### src/rtl/regfile_wb_arbiter_if.sv
// Writeback request and reservation bundle for the regfile write-port arbiter.
// Master drives requests and reservations; the arbiter (slave) returns grants.
interface regfile_wb_arbiter_if #(
    parameter int NUM_REQ = 2
) ();
    logic [NUM_REQ-1:0]    req_valid;
    logic [NUM_REQ-1:0]    req_ready;
    logic [5*NUM_REQ-1:0]  req_reg;
    logic [32*NUM_REQ-1:0] req_data;
    logic                  rsv_valid;
    logic [4:0]            rsv_reg;
    logic                  rsv_ready;

    modport master (
        output req_valid,
        output req_reg,
        output req_data,
        output rsv_valid,
        output rsv_reg,
        input  req_ready,
        input  rsv_ready
    );

    modport slave (
        input  req_valid,
        input  req_reg,
        input  req_data,
        input  rsv_valid,
        input  rsv_reg,
        output req_ready,
        output rsv_ready
    );
endinterface

### src/rtl/regfile_wb_arbiter.sv
// Round-robin arbiter for the regfile write port plus a pending-write
// scoreboard that flags read-after-write hazards for issue logic.
module regfile_wb_arbiter #(
    parameter int NUM_REQ = 2
) (
    input  logic                clock,
    input  logic                ctrl_reset,
    regfile_wb_arbiter_if.slave wb,
    input  logic [4:0]          query_regA,
    input  logic [4:0]          query_regB,
    output logic                hazardA,
    output logic                hazardB,
    output logic                ctrl_writeEnable,
    output logic [4:0]          ctrl_writeReg,
    output logic [31:0]         data_writeReg,
    output logic [31:0]         busy_mask
);

    localparam logic [1:0] LAST_RST = 2'(NUM_REQ - 1);

    logic [1:0]         r_last;
    logic               r_we;
    logic [4:0]         r_wreg;
    logic [31:0]        r_wdata;
    logic [31:0]        r_busy;

    logic [NUM_REQ-1:0] w_grant;
    logic [1:0]         w_sel;
    logic [2:0]         w_best;
    logic [2:0]         w_dist;
    logic               w_accept;
    logic [4:0]         w_acc_reg;
    logic [31:0]        w_acc_data;
    logic               w_rsv_ready;
    logic               w_rsv_take;
    logic [31:0]        w_busy_nxt;

    // Pick the valid requester closest after r_last in rotation order.
    always_comb begin
        w_grant    = '0;
        w_sel      = r_last;
        w_best     = 3'd7;
        w_dist     = 3'd0;
        w_acc_reg  = 5'd0;
        w_acc_data = 32'd0;
        for (int i = 0; i < NUM_REQ; i++) begin
            w_dist = 3'((i + 2*NUM_REQ - 1 - int'(r_last)) % NUM_REQ);
            if (wb.req_valid[i] && (w_dist < w_best)) begin
                w_best     = w_dist;
                w_grant    = '0;
                w_grant[i] = 1'b1;
                w_sel      = 2'(i);
                w_acc_reg  = wb.req_reg[5*i +: 5];
                w_acc_data = wb.req_data[32*i +: 32];
            end
        end
    end

    assign w_accept     = |w_grant;
    assign wb.req_ready = w_grant;

    assign w_rsv_ready  = ~r_busy[wb.rsv_reg];
    assign wb.rsv_ready = w_rsv_ready;
    assign w_rsv_take   = wb.rsv_valid & w_rsv_ready & (wb.rsv_reg != 5'd0);

    // Clear first so a same-cycle reservation of that register wins.
    always_comb begin
        w_busy_nxt = r_busy;
        if (w_accept)
            w_busy_nxt[w_acc_reg] = 1'b0;
        if (w_rsv_take)
            w_busy_nxt[wb.rsv_reg] = 1'b1;
        w_busy_nxt[0] = 1'b0;
    end

    always_ff @(posedge clock or negedge ctrl_reset) begin
        if (!ctrl_reset) begin
            r_last  <= LAST_RST;
            r_we    <= 1'b0;
            r_wreg  <= 5'd0;
            r_wdata <= 32'd0;
            r_busy  <= 32'd0;
        end else begin
            r_busy <= w_busy_nxt;
            if (w_accept)
                r_last <= w_sel;
            if (w_accept && (w_acc_reg != 5'd0)) begin
                r_we    <= 1'b1;
                r_wreg  <= w_acc_reg;
                r_wdata <= w_acc_data;
            end else begin
                r_we    <= 1'b0;
            end
        end
    end

    assign hazardA          = r_busy[query_regA];
    assign hazardB          = r_busy[query_regB];
    assign ctrl_writeEnable = r_we;
    assign ctrl_writeReg    = r_wreg;
    assign data_writeReg    = r_wdata;
    assign busy_mask        = r_busy;

endmodule

### src/flat_wrapper.sv
// flat-port wrapper written by rule: the top's interface ports become plain ports
module regfile_wb_arbiter_flat 
#(
    parameter int NUM_REQ = 2
)
  (clock, ctrl_reset, query_regA, query_regB, hazardA, hazardB, ctrl_writeEnable, ctrl_writeReg, data_writeReg, busy_mask, wb_req_valid, wb_req_reg, wb_req_data, wb_rsv_valid, wb_rsv_reg, wb_req_ready, wb_rsv_ready);
  regfile_wb_arbiter_if #(.NUM_REQ(NUM_REQ)) wb_i ();
  input  logic clock;
  input  logic ctrl_reset;
  input  logic [4:0] query_regA;
  input  logic [4:0] query_regB;
  output logic hazardA;
  output logic hazardB;
  output logic ctrl_writeEnable;
  output logic [4:0] ctrl_writeReg;
  output logic [31:0] data_writeReg;
  output logic [31:0] busy_mask;
  input wire logic [$bits(wb_i.req_valid)-1:0] wb_req_valid;
  input wire logic [$bits(wb_i.req_reg)-1:0] wb_req_reg;
  input wire logic [$bits(wb_i.req_data)-1:0] wb_req_data;
  input wire logic [$bits(wb_i.rsv_valid)-1:0] wb_rsv_valid;
  input wire logic [$bits(wb_i.rsv_reg)-1:0] wb_rsv_reg;
  output wire logic [$bits(wb_i.req_ready)-1:0] wb_req_ready;
  output wire logic [$bits(wb_i.rsv_ready)-1:0] wb_rsv_ready;
  assign wb_i.req_valid = wb_req_valid;
  assign wb_i.req_reg = wb_req_reg;
  assign wb_i.req_data = wb_req_data;
  assign wb_i.rsv_valid = wb_rsv_valid;
  assign wb_i.rsv_reg = wb_rsv_reg;
  assign wb_req_ready = wb_i.req_ready;
  assign wb_rsv_ready = wb_i.rsv_ready;
  regfile_wb_arbiter #(.NUM_REQ(NUM_REQ)) u_core (.clock(clock), .ctrl_reset(ctrl_reset), .wb(wb_i), .query_regA(query_regA), .query_regB(query_regB), .hazardA(hazardA), .hazardB(hazardB), .ctrl_writeEnable(ctrl_writeEnable), .ctrl_writeReg(ctrl_writeReg), .data_writeReg(data_writeReg), .busy_mask(busy_mask));
endmodule
### config.mk
export PLATFORM = sky130hd
export DESIGN_NAME = regfile_wb_arbiter_flat
export DESIGN_NICKNAME = d
export VERILOG_FILES = /design/src/rtl/regfile_wb_arbiter_if.sv /design/src/rtl/regfile_wb_arbiter.sv /design/src/flat_wrapper.sv
export SDC_FILE = /design/constraint.sdc
export NUM_CORES = 1
export LEC_CHECK = 0
export CAP_MARGIN = 20
export CORE_MARGIN = 4
export CORE_UTILIZATION = 25
export CTS_BUF_LIST = sky130_fd_sc_hd__clkbuf_8
export DETAILED_ROUTE_END_ITERATION = 7
export GPL_TIMING_DRIVEN = 0
export PLACE_DENSITY_LB_ADDON = 0.2
export REMOVE_ABC_BUFFERS = 1
export SLEW_MARGIN = 20
export SYNTH_ARGS = -nofsm -noshare
export SYNTH_HDL_FRONTEND = slang
export SYNTH_SLANG_ARGS = --single-unit
### constraint.sdc
create_clock -name clock -period 2.1 [get_ports clock]
set_input_delay 0.21 -clock clock [delete_from_list [all_inputs] [get_ports clock]]
set_output_delay 0.21 -clock clock [all_outputs]
set_load 0.1 [all_outputs]
==> qor.txt <==
Hold WC Path Type = in2async
Yosys reg bits = 70
Critical Path RT = 1890 ps
Clock root cell = clkbuf_8
Num CTS Buffers = 9
DIE AREA = 18500 µm²
VDD IR-drop max = 0.522 mV
Initial Utilization = 0.257
Gpl congestion = 0.829
DR WL/cell = 19.3 µm
CP Class = reg2out
FF-to-FF path depth = 7
XOR/XNOR Fraction of Synth Area = 0
I/O Buffers = 167
Post-synthesis mux area share = 0.217
Area occupied by multi-input gates = 2420 µm²
Nets = 644
FP Rows = 46
Syn Area/Cell = 11.5 µm²
Slew headroom = 0.312
Vias/cell = 5.02
CTS tree = done
Arrival @ worst endpoint = 2060 ps
Clock Latency Late Sink = 340 ps
Commonest cells after routing, fill and taps aside = clkdlybuf4s50_1 (86), dfrtp_1 (62), o21ai_0 (46)
FILL cells = 1546
Most common library cell in the layout ignoring fill and taps = clkdlybuf4s50_1
Adder-Cell Fraction of Synth Area = 0
Total negative slack = -451 ps
Setup crit start kind = register
Initial DRC count = 160
CP peak stage delay = 490 ps
Syn Inst Count = 357
Sequential-to-total area share from yosys stat = 0.428
Min setup slack post-route = -171 ps
Routed length on met3 = 1510 µm
CP Launch Point = u_core.busy_mask[4]
Final Hold Viols = 0
Register Area = 1760 µm²
Post-Synth Simple-Gate Area = 0.0871
Worst-Margin Slew = 1040 ps
RSZ-0062 raised after global routing = true
Ys Warns = 0
Tcrit/Tclk final = 1.08
Total power = 7.44 mW
Met2 wire length = 6830 µm
Core ar. = 15900 µm²
Post-DP Area = 5990 µm²
DRC = 0
Die W = 136 µm
Global-route wire length before repair = 22400 µm
Synth Area in Compound Gates = 0.230
Area of the mapped netlist = 4090 µm²
Setup crit end kind = output pin
Flop2flop setup slack = 10 ps
R2r endpoint = u_core.data_writeReg[12]
Longest Clk Path Bufs = 2
H-Tree Depth = 3
I/O Pins = 169
DRT Pass-1 Iters = 4
Minimum clock period = 2270 ps
Final instance area = 6750 µm²
Post-Route M1 WL = 6330 µm
Vias post-DR = 3868
Max Used Layer = met4
Slowest cell on the critical path = mux4_2
Synth cell types = 44
Largest net degree at the start of global routing = 46
Post-DP HPWL = 10700 µm
Growth of design area from synthesis to finish = 64.9%
Fraction of layout cells with a size suffix above 1 = 0.268
R2r startpoint = u_core.r_last[0]
Leakage = 3.17 nW
Dpl cells = 718
Crit path max fanout = 6
Crit-path cells = mux4_2 -> and2_4 -> o41ai_2 -> a311oi_1 -> buf_4
CTS Sinks = 70
Clock slew at reported path FFs = 80 ps
Non-filler cells, final = 771
Remaining global-route overflow = 0
Failing checks = negative setup slack
P per Cell Area = 1100 nW/µm²
Fin. max-slew vios = 0
Inserted Diodes = 0
Post-DRT Antenna Nets = 0
Die Ht = 136 µm
Routed WL = 14900 µm
Pre-CTS setup slack = -1890 ps
Clk_skew = 7.02 ps
Vias in the first global route = 4022
F_max = 0.440 GHz
Tot GR Track Use = 0.157
Status = finished with violations
Max capacitance violation total = 0
Initial antenna violation count = 0
Final setup fails = 3
Largest family of logic cells by synthesized area = compound AO/OA/AOI/OAI gates
Crit path capture = hazardB
## cell usage after synthesis (all sizes together)
library cell / n / area share
nand2b: 2 / 0.0049
and3b: 1 / 0.0021
or3b: 3 / 0.0064
o221ai: 1 / 0.0021
o21ai: 49 / 0.060
a21boi: 1 / 0.0028
o21a: 2 / 0.0037
a221oi: 1 / 0.0021
nor3b: 7 / 0.013
a21oi: 5 / 0.0061
nor3: 1 / 0.0024
a21o: 6 / 0.011
nand3: 11 / 0.015
and2: 3 / 0.0046
o31ai: 18 / 0.033
nand2: 13 / 0.012
or2: 5 / 0.0076
inv: 4 / 0.0037
nor4: 1 / 0.0015
a211o: 1 / 0.0021
buf: 13 / 0.021
dfstp: 1 / 0.0064
a22o: 32 / 0.068
nor2: 6 / 0.0055
a32o: 6 / 0.015
mux4: 16 / 0.088
clkbuf: 13 / 0.012
mux2: 37 / 0.10
a311oi: 2 / 0.0043
nor2b: 1 / 0.0015
o22ai: 2 / 0.0031
conb: 1 / 0.00092
dfrtp: 69 / 0.42
mux2i: 11 / 0.027
a32oi: 4 / 0.012
nand3b: 6 / 0.011
o41ai: 2 / 0.0043
## layer usage
layer,global-route usage,vias to the layer above
met4,0.0454,0
met5,0,-
met2,0.252,188
li1,-,1784
met3,0.0600,16
met1,0.198,1880
## layout make-up
class	count	area share
Clock buffer	11	0.0224
Clock inverter	5	0.00741
Inverter	4	0.00222
Multi-Input combinational cell	258	0.359
Sequential cell	70	0.261
Tap cell	216	0.0400
Timing Repair Buffer	207	0.308
## power breakdown
group / internal [mW] / switching, mW
clock: 0.604 / 0.516
combinational: 1.29 / 3.10
sequential: 1.65 / 0.285
total: 3.54 / 3.91
## flip-flops by register name (all words and copies together) (netlist names)
| signal | flops |
|---|---|
| u_core.busy_mask | 31 |
| u_core.ctrl_writeEnable | 1 |
| u_core.ctrl_writeReg | 5 |
| u_core.data_writeReg | 32 |
| u_core.r_last | 1 |
## worst min path at each step
stage | start | cells after the start | endpoint | slack, ps
global placement | u_core.ctrl_writeReg[2] | 1 | u_core.ctrl_writeReg[2] | 460
floorplan | ctrl_reset | 0 | u_core.busy_mask[10] | -90
global route | ctrl_reset | 2 | u_core.data_writeReg[4] | 350
finish | ctrl_reset | 2 | u_core.data_writeReg[28] | 330
detailed placement | ctrl_reset | 1 | u_core.data_writeReg[28] | 160
CTS | ctrl_reset | 2 | u_core.data_writeReg[4] | 310
## through the flow
stage          hold WS [ps]  utilization
3_5_place_dp            160        0.376
2_1_floorplan         -85.6            -
3_3_place_gp            464        0.370
4_1_cts                 311        0.412
6_report                330        0.423
5_1_grt                 347        0.423
## worst max-delay path: cells and delay by family (launching register included)
kind	cells	cell delay, ps
flip-flops	1	460
multiplexers	1	490
AO/OA/AOI/OAI	2	340
AND/OR/NAND/NOR	1	180
buffers and inverters	1	250
## logic make-up (layout without fill, tap and decap cells)
logic type	Yosys count	count (layout)
buffers and inverters	30	227
other	1	1
muxes	64	64
DFF	70	70
AOI/OAI and AO/OA	132	132
and+or+nand+nor	60	61
## what timing repair did
item | 4_1_cts | 5_1_grt
resized for setup | 132 | 58
endpoints found under the setup margin | 108 | 75
pin swaps | 10 | 9
hold endpoints to repair | 25 | 0
buffers inserted | 28 | 7
gates cloned | 1 | 2
hold buffers | 1 | 0
Power figures use the tool's default switching activity.
